--- src/rtl/timer_pkg.sv ---
// Shared definitions for the AXI4-Lite timer peripheral: register offsets,
// CTRL bit positions, AXI response codes, bus FSM states and a byte-lane merge helper.
package timer_pkg;

    // Register offsets within the decoded window (bits [1:0] are ignored)
    localparam logic [31:0] OFF_CTRL     = 32'h00;
    localparam logic [31:0] OFF_PRESCALE = 32'h04;
    localparam logic [31:0] OFF_COUNT    = 32'h08;
    localparam logic [31:0] OFF_COMPARE  = 32'h0C;
    localparam logic [31:0] OFF_STATUS   = 32'h10;

    // CTRL bit indices
    localparam int CTRL_EN          = 0;
    localparam int CTRL_IRQ_EN      = 1;
    localparam int CTRL_AUTO_RELOAD = 2;
    localparam int CTRL_W           = 3;

    // AXI response codes
    localparam logic [1:0] RESP_OKAY   = 2'b00;
    localparam logic [1:0] RESP_SLVERR = 2'b10;

    // Write channel FSM: collecting AW/W, then holding the B response
    typedef enum logic {
        W_IDLE = 1'b0,
        W_RESP = 1'b1
    } wr_state_t;

    // Read channel FSM: accepting AR, then holding the R response
    typedef enum logic {
        R_IDLE = 1'b0,
        R_RESP = 1'b1
    } rd_state_t;

    // Replace only the byte lanes whose strobe bit is set
    function automatic logic [31:0] apply_wstrb(input logic [31:0] old_val,
                                                input logic [31:0] new_val,
                                                input logic [3:0]  strb);
        logic [31:0] res;
        for (int i = 0; i < 4; i++) begin
            res[i*8 +: 8] = strb[i] ? new_val[i*8 +: 8] : old_val[i*8 +: 8];
        end
        return res;
    endfunction

endpackage

--- src/rtl/axil_timer_core.sv ---
// Timer datapath: prescaler, 32-bit COUNT, sticky MATCH flag and interrupt level.
// Software-side effects arrive as single-cycle strobes from the bus logic.
module axil_timer_core
    import timer_pkg::*;
#(
    parameter int PRESC_W = 16
) (
    input  logic               clk,
    input  logic               nrst,
    input  logic               i_en,
    input  logic               i_irq_en,
    input  logic               i_auto_reload,
    input  logic [PRESC_W-1:0] i_prescale,
    input  logic [31:0]        i_compare,
    input  logic               i_count_load,
    input  logic [31:0]        i_count_wdata,
    input  logic               i_presc_clear,
    input  logic               i_match_clear,
    output logic [31:0]        o_count,
    output logic               o_match,
    output logic               o_irq
);

    logic [PRESC_W-1:0] r_presc;
    logic [31:0]        r_count;
    logic               r_match;
    logic               w_tick;
    logic               w_hit;

    assign w_tick = i_en && (r_presc == i_prescale);
    assign w_hit  = w_tick && (r_count == i_compare);

    // Prescaler runs 0..PRESCALE while enabled; any COUNT or PRESCALE write restarts it
    always_ff @(posedge clk or negedge nrst) begin
        if (!nrst) begin
            r_presc <= '0;
        end else if (i_count_load || i_presc_clear) begin
            r_presc <= '0;
        end else if (w_tick) begin
            r_presc <= '0;
        end else if (i_en) begin
            r_presc <= r_presc + PRESC_W'(1);
        end
    end

    // COUNT advances on each tick; a software load takes priority over the tick
    always_ff @(posedge clk or negedge nrst) begin
        if (!nrst) begin
            r_count <= 32'd0;
        end else if (i_count_load) begin
            r_count <= i_count_wdata;
        end else if (w_tick) begin
            if (w_hit && i_auto_reload) begin
                r_count <= 32'd0;
            end else begin
                r_count <= r_count + 32'd1;
            end
        end
    end

    // MATCH is sticky; a hardware hit beats a simultaneous write-1-to-clear
    always_ff @(posedge clk or negedge nrst) begin
        if (!nrst) begin
            r_match <= 1'b0;
        end else if (w_hit) begin
            r_match <= 1'b1;
        end else if (i_match_clear) begin
            r_match <= 1'b0;
        end
    end

    assign o_count = r_count;
    assign o_match = r_match;
    assign o_irq   = r_match & i_irq_en;

endmodule

--- src/rtl/axil_timer.sv ---
// AXI4-Lite slave wrapper for the timer: independent write and read FSMs,
// register decode with byte strobes, and the timer core instance.
module axil_timer
    import timer_pkg::*;
#(
    parameter int          ADDR_W        = 5,
    parameter int          PRESC_W       = 16,
    parameter logic [31:0] RESET_COMPARE = 32'hFFFF_FFFF
) (
    input  logic        clk,
    input  logic        nrst,
    input  logic [31:0] awaddr,
    input  logic [2:0]  awprot,
    input  logic        awvalid,
    output logic        awready,
    input  logic [31:0] wdata,
    input  logic [3:0]  wstrb,
    input  logic        wvalid,
    output logic        wready,
    output logic [1:0]  bresp,
    output logic        bvalid,
    input  logic        bready,
    input  logic [31:0] araddr,
    input  logic [2:0]  arprot,
    input  logic        arvalid,
    output logic        arready,
    output logic [31:0] rdata,
    output logic [1:0]  rresp,
    output logic        rvalid,
    input  logic        rready,
    output logic        irq
);

    // Keep the decoded low bits, dropping the byte offset within a word
    localparam logic [31:0] ADDR_MASK = ((32'd1 << ADDR_W) - 32'd1) & ~32'd3;

    wr_state_t          r_wstate, w_wstate_next;
    rd_state_t          r_rstate, w_rstate_next;

    logic               r_aw_done, r_w_done;
    logic [31:0]        r_awaddr, r_wdata;
    logic [3:0]         r_wstrb;
    logic [1:0]         r_bresp;
    logic [31:0]        r_rdata;
    logic [1:0]         r_rresp;

    logic [CTRL_W-1:0]  r_ctrl;
    logic [PRESC_W-1:0] r_prescale;
    logic [31:0]        r_compare;

    logic               w_aw_hs, w_w_hs, w_b_hs, w_ar_hs, w_r_hs, w_commit;
    logic [31:0]        w_waddr, w_wdata, w_woff, w_roff;
    logic [3:0]         w_wstrb;
    logic               w_sel_ctrl, w_sel_presc, w_sel_count, w_sel_compare, w_sel_status;
    logic               w_wmapped, w_rmapped;
    logic [31:0]        w_rval;
    logic [31:0]        w_presc_ext, w_count;
    logic [31:0]        w_ctrl_wval, w_presc_wval, w_compare_wval, w_count_wval;
    logic               w_match, w_irq;
    logic               w_unused;

    assign w_unused = ^{awprot, arprot};

    // Ready/valid are pure functions of the FSM state and done flags
    assign awready = (r_wstate == W_IDLE) && !r_aw_done;
    assign wready  = (r_wstate == W_IDLE) && !r_w_done;
    assign bvalid  = (r_wstate == W_RESP);
    assign bresp   = r_bresp;
    assign arready = (r_rstate == R_IDLE);
    assign rvalid  = (r_rstate == R_RESP);
    assign rdata   = r_rdata;
    assign rresp   = r_rresp;
    assign irq     = w_irq;

    assign w_aw_hs  = awvalid && awready;
    assign w_w_hs   = wvalid && wready;
    assign w_b_hs   = bvalid && bready;
    assign w_ar_hs  = arvalid && arready;
    assign w_r_hs   = rvalid && rready;
    assign w_commit = (r_wstate == W_IDLE) && (r_aw_done || w_aw_hs) && (r_w_done || w_w_hs);

    // The later of AW/W may be handshaking right now, so use the live bus value then
    assign w_waddr = w_aw_hs ? awaddr : r_awaddr;
    assign w_wdata = w_w_hs  ? wdata  : r_wdata;
    assign w_wstrb = w_w_hs  ? wstrb  : r_wstrb;
    assign w_woff  = w_waddr & ADDR_MASK;
    assign w_roff  = araddr & ADDR_MASK;

    assign w_presc_ext    = 32'(r_prescale);
    assign w_ctrl_wval    = apply_wstrb(32'(r_ctrl), w_wdata, w_wstrb);
    assign w_presc_wval   = apply_wstrb(w_presc_ext, w_wdata, w_wstrb);
    assign w_compare_wval = apply_wstrb(r_compare, w_wdata, w_wstrb);
    assign w_count_wval   = apply_wstrb(w_count, w_wdata, w_wstrb);

    // Write address decode; unmapped offsets are flagged for SLVERR
    always_comb begin
        w_sel_ctrl    = 1'b0;
        w_sel_presc   = 1'b0;
        w_sel_count   = 1'b0;
        w_sel_compare = 1'b0;
        w_sel_status  = 1'b0;
        w_wmapped     = 1'b1;
        case (w_woff)
            OFF_CTRL:     w_sel_ctrl    = 1'b1;
            OFF_PRESCALE: w_sel_presc   = 1'b1;
            OFF_COUNT:    w_sel_count   = 1'b1;
            OFF_COMPARE:  w_sel_compare = 1'b1;
            OFF_STATUS:   w_sel_status  = 1'b1;
            default:      w_wmapped     = 1'b0;
        endcase
    end

    // Read data mux over the current register values; unmapped reads return 0
    always_comb begin
        w_rval    = 32'd0;
        w_rmapped = 1'b1;
        case (w_roff)
            OFF_CTRL:     w_rval = 32'(r_ctrl);
            OFF_PRESCALE: w_rval = w_presc_ext;
            OFF_COUNT:    w_rval = w_count;
            OFF_COMPARE:  w_rval = r_compare;
            OFF_STATUS:   w_rval = {31'd0, w_match};
            default:      w_rmapped = 1'b0;
        endcase
    end

    // Write FSM state register
    always_ff @(posedge clk or negedge nrst) begin
        if (!nrst) begin
            r_wstate <= W_IDLE;
        end else begin
            r_wstate <= w_wstate_next;
        end
    end

    // Write FSM next state: commit moves to RESP, the B handshake returns to IDLE
    always_comb begin
        w_wstate_next = r_wstate;
        case (r_wstate)
            W_IDLE:  if (w_commit) w_wstate_next = W_RESP;
            W_RESP:  if (w_b_hs)   w_wstate_next = W_IDLE;
            default: w_wstate_next = W_IDLE;
        endcase
    end

    // Latch AW and W payloads independently; both flags clear once B is accepted
    always_ff @(posedge clk or negedge nrst) begin
        if (!nrst) begin
            r_aw_done <= 1'b0;
            r_w_done  <= 1'b0;
            r_awaddr  <= 32'd0;
            r_wdata   <= 32'd0;
            r_wstrb   <= 4'd0;
        end else if (w_b_hs) begin
            r_aw_done <= 1'b0;
            r_w_done  <= 1'b0;
        end else begin
            if (w_aw_hs) begin
                r_aw_done <= 1'b1;
                r_awaddr  <= awaddr;
            end
            if (w_w_hs) begin
                r_w_done <= 1'b1;
                r_wdata  <= wdata;
                r_wstrb  <= wstrb;
            end
        end
    end

    // Register writes and the B response code are decided at the commit edge
    always_ff @(posedge clk or negedge nrst) begin
        if (!nrst) begin
            r_ctrl     <= '0;
            r_prescale <= '0;
            r_compare  <= RESET_COMPARE;
            r_bresp    <= RESP_OKAY;
        end else if (w_commit) begin
            r_bresp <= w_wmapped ? RESP_OKAY : RESP_SLVERR;
            if (w_sel_ctrl)    r_ctrl     <= CTRL_W'(w_ctrl_wval);
            if (w_sel_presc)   r_prescale <= PRESC_W'(w_presc_wval);
            if (w_sel_compare) r_compare  <= w_compare_wval;
        end
    end

    // Read FSM state register
    always_ff @(posedge clk or negedge nrst) begin
        if (!nrst) begin
            r_rstate <= R_IDLE;
        end else begin
            r_rstate <= w_rstate_next;
        end
    end

    // Read FSM next state: AR handshake moves to RESP, R handshake returns to IDLE
    always_comb begin
        w_rstate_next = r_rstate;
        case (r_rstate)
            R_IDLE:  if (w_ar_hs) w_rstate_next = R_RESP;
            R_RESP:  if (w_r_hs)  w_rstate_next = R_IDLE;
            default: w_rstate_next = R_IDLE;
        endcase
    end

    // Capture read data and response on the AR handshake and hold them until accepted
    always_ff @(posedge clk or negedge nrst) begin
        if (!nrst) begin
            r_rdata <= 32'd0;
            r_rresp <= RESP_OKAY;
        end else if (w_ar_hs) begin
            r_rdata <= w_rval;
            r_rresp <= w_rmapped ? RESP_OKAY : RESP_SLVERR;
        end
    end

    axil_timer_core #(
        .PRESC_W (PRESC_W)
    ) u_core (
        .clk           (clk),
        .nrst          (nrst),
        .i_en          (r_ctrl[CTRL_EN]),
        .i_irq_en      (r_ctrl[CTRL_IRQ_EN]),
        .i_auto_reload (r_ctrl[CTRL_AUTO_RELOAD]),
        .i_prescale    (r_prescale),
        .i_compare     (r_compare),
        .i_count_load  (w_commit && w_sel_count),
        .i_count_wdata (w_count_wval),
        .i_presc_clear (w_commit && w_sel_presc),
        .i_match_clear (w_commit && w_sel_status && w_wstrb[0] && w_wdata[0]),
        .o_count       (w_count),
        .o_match       (w_match),
        .o_irq         (w_irq)
    );

endmodule
--- config.mk ---
export PLATFORM = sky130hd
export DESIGN_NAME = axil_timer
export DESIGN_NICKNAME = d
export VERILOG_FILES = /design/src/rtl/timer_pkg.sv /design/src/rtl/axil_timer_core.sv /design/src/rtl/axil_timer.sv
export SDC_FILE = /design/constraint.sdc
export NUM_CORES = 1
export LEC_CHECK = 0
export BUFFER_PORTS_ARGS = -buffer_cell sky130_fd_sc_hd__buf_2
export CORE_ASPECT_RATIO = 1.75
export CORE_MARGIN = 5
export CORE_UTILIZATION = 57
export DETAILED_ROUTE_END_ITERATION = 10
export HOLD_SLACK_MARGIN = 0.12
export MAX_ROUTING_LAYER = met4
export PLACE_DENSITY_LB_ADDON = 0.08
export SYNTH_ARGS = -nofsm -noshare
export SYNTH_HDL_FRONTEND = slang
export SYNTH_HIERARCHICAL = 1
export SYNTH_SLANG_ARGS = --single-unit
--- constraint.sdc ---
create_clock -name clk -period 3.6 [get_ports clk]
set_clock_uncertainty 0.1 [all_clocks]
set_input_delay 0.18 -clock clk [delete_from_list [all_inputs] [get_ports clk]]
set_output_delay 0.18 -clock clk [all_outputs]
set_load 0.1 [all_outputs]
After elaboration in Yosys (flattened, before gate mapping):

Index checks and enable logic that the tools add are counted.
W data, S select, Z words.

* $add $sub $neg: 2
* multipliers: 0
* divide/modulo/power cells: 0
* $lt $le $gt $ge: 0
* equality and inequality tests: 14
* shift-type cells: 0
* muxes and demuxes: 35
* bitwise logic cells: 4
* reductions and logical operators: 43

Operators by type and width (number)
* $pmux W32 S5: 1
* $mux W32: 4
* $logic_not A32 Y1: 2
* $mux W16: 3
* $add A32 B1 Y32 const B: 1
* $eq A32 B32 Y1: 1
* $mux W8: 4
* $reduce_and A3 Y1: 7
* $logic_and A1 B1 Y1: 17
* $mux W1: 17
* $add A16 B1 Y16 const B: 1
* $eq A16 B16 Y1: 1
* $eq A3 B2 Y1 const B: 4
* $reduce_and A2 Y1: 5
* $reduce_or A5 Y1: 2
* $ne A2 B2 Y1 const B: 4
* $reduce_bool A2 Y1: 4
* $eq A3 B1 Y1 const B: 2
* $eq A3 B3 Y1 const B: 2
* $mux W5: 1
* $mux W2: 2
* $mux W4: 1
* $pmux W1 S2: 2
* $logic_or A1 B1 Y1: 3
* 4 further kinds: 7

* bits in registers: 181
* bits in latches: 0
* RAM bits: 0
* ROM bits: 0
* input port bits: 113
* output and inout bits: 42
* word-level logic and storage cells: 122
* memories: 0

Longest topological paths before layout:

* word-level depth: 11
* mapped depth: 12
* depth with buffers taken out: 9

Hierarchy:

The synthesis kept the hierarchy.

Modules (own cells, without submodules)
* axil_timer: times used 1, cells each 457, area each 5916.9 sq um, seq. area each 3243.1 sq um
* axil_timer_core: times used 1, cells each 441, area each 3761.1 sq um, seq. area each 1226.2 sq um

Worst setup path before layout:

Ideal clock, no wire load.

* path kind: reg2reg
* start: register r_wstate (netlist: bvalid)
* end: register u_core.r_presc[10]
* setup time: 0.119 ns
* data arrival time: 2.954 ns
* data required time: 3.381 ns
* setup slack: 0.428 ns
* cell stages (with the launch flop): 13
* path buffers: 3
* clock period less this slack: 3.172 ns
* cells stage by stage: dfrtp_1 buf_6 nor3b_4 or3b_2 a21oi_1 clkbuf_1 nor2_1 nand2_1 and2_1 clkbuf_1 nand4_1 xor2_1 nor2_1

* cells in the longest elaborated chain, start to end: 9
* elaborated cells on any way between the ends: 19
* those cells by class: eq/ne: 2; mux: 4; bitwise: 1; reduce/logical: 12

Ends and longest elaborated chain
* from (decl): line axil_timer.sv:37 `wr_state_t r_wstate, w_wstate_next;`
* from (signal assigned): line axil_timer.sv:132 `r_wstate <= w_wstate_next;`
* $not A1 Y1 *: line axil_timer.sv:65, axil_timer.sv:66, axil_timer.sv:80
* $logic_and A1 B1 Y1: line axil_timer.sv:65 `assign awready = (r_wstate == W_IDLE) && !r_aw_done;`
* $logic_and A1 B1 Y1: line axil_timer.sv:75 `assign w_aw_hs = awvalid && awready;`
* $mux W5 / $logic_or A1 B1 Y1 (equally long branches)
* $eq A3 B2 Y1, or another cell as far along: line axil_timer.sv:103 `case (w_woff)`
* $mux W1 / $logic_and A1 B1 Y1 (equally long branches): line axil_timer.sv:103, axil_timer.sv:80
* $logic_and A1 B1 Y1 (on tied branches): line axil_timer.sv:225, axil_timer.sv:227
* $logic_or A1 B1 Y1 *: line axil_timer_core.sv:37 `end else if (i_count_load || i_presc_clear) begin`
* $reduce_bool A3 Y1 (no line) / $mux W16 (equally long branches)
* to (signal assigned): line axil_timer_core.sv:42 `r_presc <= r_presc + PRESC_W'(1);`
* to (decl): line axil_timer_core.sv:24 `logic [PRESC_W-1:0] r_presc;`

Every way passes the cells marked *; elsewhere a longest branch is shown, timed or not.
A chain may end at the register's enable or synchronous reset.

Worst setup path after layout:

* start: register r_wstate (netlist: bvalid)
* end: register u_core.r_presc[11]

The elaborated chain is that of the path after synthesis.

==> metrics.log <==
[metrics] run status: finished, final reports clean
[metrics] Peak VDD IR: 0.000786 V
[metrics] max-capacitance violation count: 0
[metrics] net count reported at finish: about 1,100
[metrics] count of input and output buffers: between 80 and 90
[metrics] Critical-path top delay cell: sky130_fd_sc_hd__mux2i_1
[metrics] number of filler instances in the final layout: between 1,000 and 1,500
[metrics] detailed-route vias per instance: ~6
[metrics] highest net fanout along the worst path: 9
[metrics] number of I/O pins: 155
[metrics] area of the placeable core: 16,900 sq um
[metrics] total routed wirelength: 25,000 um
[metrics] signal arrival time at the worst endpoint: 3.29 ns
[metrics] transition time at the pin with the least slew margin: about 0.81 ns
[metrics] number of CTS-inserted buffers: 17
[metrics] critical path cell sequence: nor3b_4, mux2i_1, nor2_1, nor2_1, inv_1, a211oi_1, a31oi_1, a31oi_1
[metrics] number of distinct library cells after synthesis: 72
[metrics] leading post-synthesis cells by instance count: 145 x sky130_fd_sc_hd__dfrtp_1, 122 x sky130_fd_sc_hd__mux2_2, 75 x sky130_fd_sc_hd__nand2_1
[metrics] detailed-router iteration count before antenna repair: 5
[metrics] dominant cell by count in the synthesized netlist: sky130_fd_sc_hd__dfrtp_1
[metrics] number of enable-type register cells in the synthesized netlist: 0
[metrics] DR vias: ~7,500
[metrics] x dimension of the die: 109 um
[metrics] non-filler instance count after layout: roughly 1,300
[metrics] cell accounting for the most synthesized area: sky130_fd_sc_hd__dfrtp_1
[metrics] GR Layer Usage met2: 47.1%
[metrics] critical path launch point type: flip-flop
[metrics] part of the cycle the worst path needs: a little over four fifths
[metrics] category of cells accounting for the largest share of critical-path delay: compound AO/OA/AOI/OAI gates
[metrics] standby leakage power: between 0.004 and 0.005 uW
[metrics] dpl hpwl: approximately 18,000 um
[metrics] Final Critical Period: 3.04 ns
[metrics] DR iter-0 viols: 409
[metrics] post-CTS setup repair buffer count: 0
[metrics] Power per Cell Area: between 800 and 900 nW/um^2
[metrics] Seq/Total Area, Yosys: a little under half
[metrics] proportion of synthesized flip-flops having asynchronous set or reset: between 90% and 100%
[metrics] Peak Freq: ~0.33 GHz
[metrics] vias in the first global route: 7,633
[metrics] register clock-pin slew on the reported worst setup and hold paths: roughly 0.070 ns
[metrics] largest net degree at the start of global routing: a little under 80
[metrics] number of cells in the design after placement: roughly 1,200
[metrics] std cell rows: 63
[metrics] starting density of the core: a little under three fifths
[metrics] met3 routing resource usage after global routing: under 10%
[metrics] first-pass GRT wire length: 40,200 um
[metrics] number of antenna violations at the first check in global routing: 0
[metrics] Data required, critical path: 3.85 ns
[metrics] vertical die dimension: 182 um
[metrics] wire length per cell: between 15 and 20 um
[metrics] number of instances in the synthesized netlist: between 800 and 900
[metrics] Residual DRC: 0
[metrics] area taken by flip-flops and latches: between 4000 and 5000 sq um
[metrics] final-report setup violation count: 0
[metrics] flops & latches, synth: around 180
[metrics] share of layout cells above drive strength 1: a little under a third
[metrics] total number of yosys warnings: 6
[metrics] root buffer cell: sky130_fd_sc_hd__clkbuf_16
[metrics] maximum buffer depth of the clock tree: 2
[metrics] global routing usage on met1: 31.1%
[metrics] final hold violation count: 0
[metrics] Rel. slew slack: ~46%
[metrics] Worst Setup End Kind: flip-flop
[metrics] TritonCTS clock tree: yes
[metrics] Inserted Diodes: 0
[metrics] Total Routing Usage GR: between 20% and 30%
[metrics] gp weighted congestion: between 0.8 and 0.9
[metrics] setup repair after global routing missed its margin: no
[metrics] area used by multi-input combinational logic: between 4000 and 5000 sq um
[metrics] clock latency of the later-clocked register in the worst-skew pair: between 0.4 and 0.5 ns
[metrics] growth of design area from synthesis to finish: 17.4%
[metrics] portion of synthesized cell area occupied by the leading cell type: between 30% and 40%
[metrics] CTS Sinks: about 180
[metrics] class of the most critical hold timing path: input pin to flip-flop
[metrics] ANT nets after route: 0
[metrics] flip-flop cell with the highest count after synthesis: sky130_fd_sc_hd__dfrtp_1
[metrics] Cell Area, Synth: between 9000 and 10,000 sq um
[metrics] area of the die: between 15,000 and 20,000 sq um
[metrics] longest individual stage delay on the worst path: between 0.5 and 0.6 ns
[metrics] sum of negative setup slack: 0 ns
[metrics] Synth area leaders: sky130_fd_sc_hd__dfrtp_1 37%, sky130_fd_sc_hd__mux2_2 14%, sky130_fd_sc_hd__dfstp_2 8.7%
[metrics] Max Slew Vio Count: 0
[metrics] classification of the worst setup path: flip-flop to flip-flop
[metrics] peak-usage layer in the global routing report: met2
[metrics] maximum level of the CTS H-tree: 4
[metrics] total global routing overflow: 0
[metrics] mean post-synth cell area: 10.8 sq um
[metrics] Bufs and invs on worst path: 1
-- area by class of cell --
cell class | count | area share (%)
clock inverter | 15 | 1.29
tap | 227 | 2.50
clock buffer | 17 | 3.74
sequential | 177 | 39.3
multi-input combinational | 653 | 43.3
timing repair buffer | 150 | 9.22
inverter | 20 | 0.661
-- final timing paths --
| check | start | endpoint | slack (ns) | cells past startpoint |
|---|---|---|---|---|
| setup reg to reg | bvalid | u_core/r_presc[11] | 0.56 | 8 |
| hold reg to reg | rdata[27] | rdata[27] | 0.37 | 2 |
| max in group asynchronous | nrst | r_compare[14] | 2.26 | 3 |
| hold / removal | awvalid | bvalid | 0.20 | 3 |
| min in group asynchronous | nrst | u_core/o_count[25] | 0.25 | 2 |
| setup / recovery | bvalid | u_core/r_presc[11] | 0.56 | 8 |
-- stage by stage --
stage	cell area [sq um]	hold WS, ns	power (uW)	setup WS, ns	utilization, %
5_1_grt	11400	0.232	9960	0.275	67.4
3_3_place_gp	10400	0.166	7510	0.651	61.4
6_report	11400	0.196	9460	0.555	67.4
3_5_place_dp	10400	0.160	7590	0.574	61.4
2_1_floorplan	9680	-0.216	6540	0.428	-
4_1_cts	11400	0.186	9480	0.543	67.4
-- what timing repair did --
item / CTS / global route
hold buffers: 44 / 0
gates resized for setup: 0 / 0
hold endpoints to repair: 170 / 0
-- cell families (layout without fill, tap and decap cells) --
| group | Yosys count | in the layout | share of synthesized area (%) |
|---|---|---|---|
| multiplexers | 148 | 148 | 17.3 |
| buffers and inverters | 69 | 202 | 3.23 |
| XOR/XNOR | 61 | 61 | 5.60 |
| AO/OA/AOI/OAI | 157 | 157 | 10.7 |
| adder cells (fa/ha/maj) | 2 | 2 | 0.259 |
| AND/OR/NAND/NOR | 283 | 283 | 16.6 |
| flip-flops | 177 | 177 | 46.2 |
| other | 1 | 2 | 0.0387 |
-- state kept, by name (all words and copies together), names as in the netlist --
| register | count |
|---|---|
| r_compare | 32 |
| r_wdata | 32 |
| rdata | 32 |
| u_core/o_count | 32 |
| r_prescale | 16 |
| u_core/r_presc | 16 |
| r_wstrb | 4 |
| r_awaddr | 3 |
| r_ctrl | 3 |
| bresp | 1 |
| bvalid | 1 |
| r_aw_done | 1 |
| r_w_done | 1 |
| rresp | 1 |
| rvalid | 1 |
| u_core/o_match | 1 |
-- power breakdown --
part           switching, uW  internal, uW
clock                    858           973
combinational           2440          1610
sequential               747          2840
total                   4040          5410
-- placed cells by master (no fill, tap or decap), types with 5 or more instances in the layout --
master and n:
sky130_fd_sc_hd__xor2_1 18, sky130_fd_sc_hd__nor3_1 19, sky130_fd_sc_hd__and4_1 7, sky130_fd_sc_hd__mux2i_1 21, sky130_fd_sc_hd__dlygate4sd3_1 44, sky130_fd_sc_hd__a31oi_1 11, sky130_fd_sc_hd__dfrtp_1 145, sky130_fd_sc_hd__clkbuf_16 17
sky130_fd_sc_hd__and2_1 8, sky130_fd_sc_hd__a21oi_1 24, sky130_fd_sc_hd__nand3_1 30, sky130_fd_sc_hd__mux2_2 122, sky130_fd_sc_hd__buf_2 87, sky130_fd_sc_hd__buf_4 16, sky130_fd_sc_hd__nor4_1 7, sky130_fd_sc_hd__nand2_1 75
sky130_fd_sc_hd__nor2_1 60, sky130_fd_sc_hd__a2bb2oi_1 7, sky130_fd_sc_hd__inv_6 7, sky130_fd_sc_hd__o21ai_1 8, sky130_fd_sc_hd__a32oi_1 19, sky130_fd_sc_hd__a221oi_1 5, sky130_fd_sc_hd__or3_1 5, sky130_fd_sc_hd__inv_1 18
sky130_fd_sc_hd__xnor2_1 42, sky130_fd_sc_hd__and3_1 8, sky130_fd_sc_hd__nand4_1 20, sky130_fd_sc_hd__a22oi_1 13, sky130_fd_sc_hd__dfstp_2 32, sky130_fd_sc_hd__o21ai_0 46
-- worst reg2reg max path, cell delays in order, from the launching register on --
cell                       delay, ns
sky130_fd_sc_hd__dfrtp_1        0.51
sky130_fd_sc_hd__nor3b_4        0.44
sky130_fd_sc_hd__mux2i_1        0.57
sky130_fd_sc_hd__nor2_1         0.08
sky130_fd_sc_hd__nor2_1         0.31
sky130_fd_sc_hd__inv_1          0.10
sky130_fd_sc_hd__a211oi_1       0.54
sky130_fd_sc_hd__a31oi_1        0.15
sky130_fd_sc_hd__a31oi_1        0.16
-- routing by layer --
metal,vias to the layer above,share of wire [%]
li1,3509,-
met1,3737,39
met2,213,54
met3,37,3.5
met4,0,2.9
met5,-,0
Power figures use the tool's default switching activity.
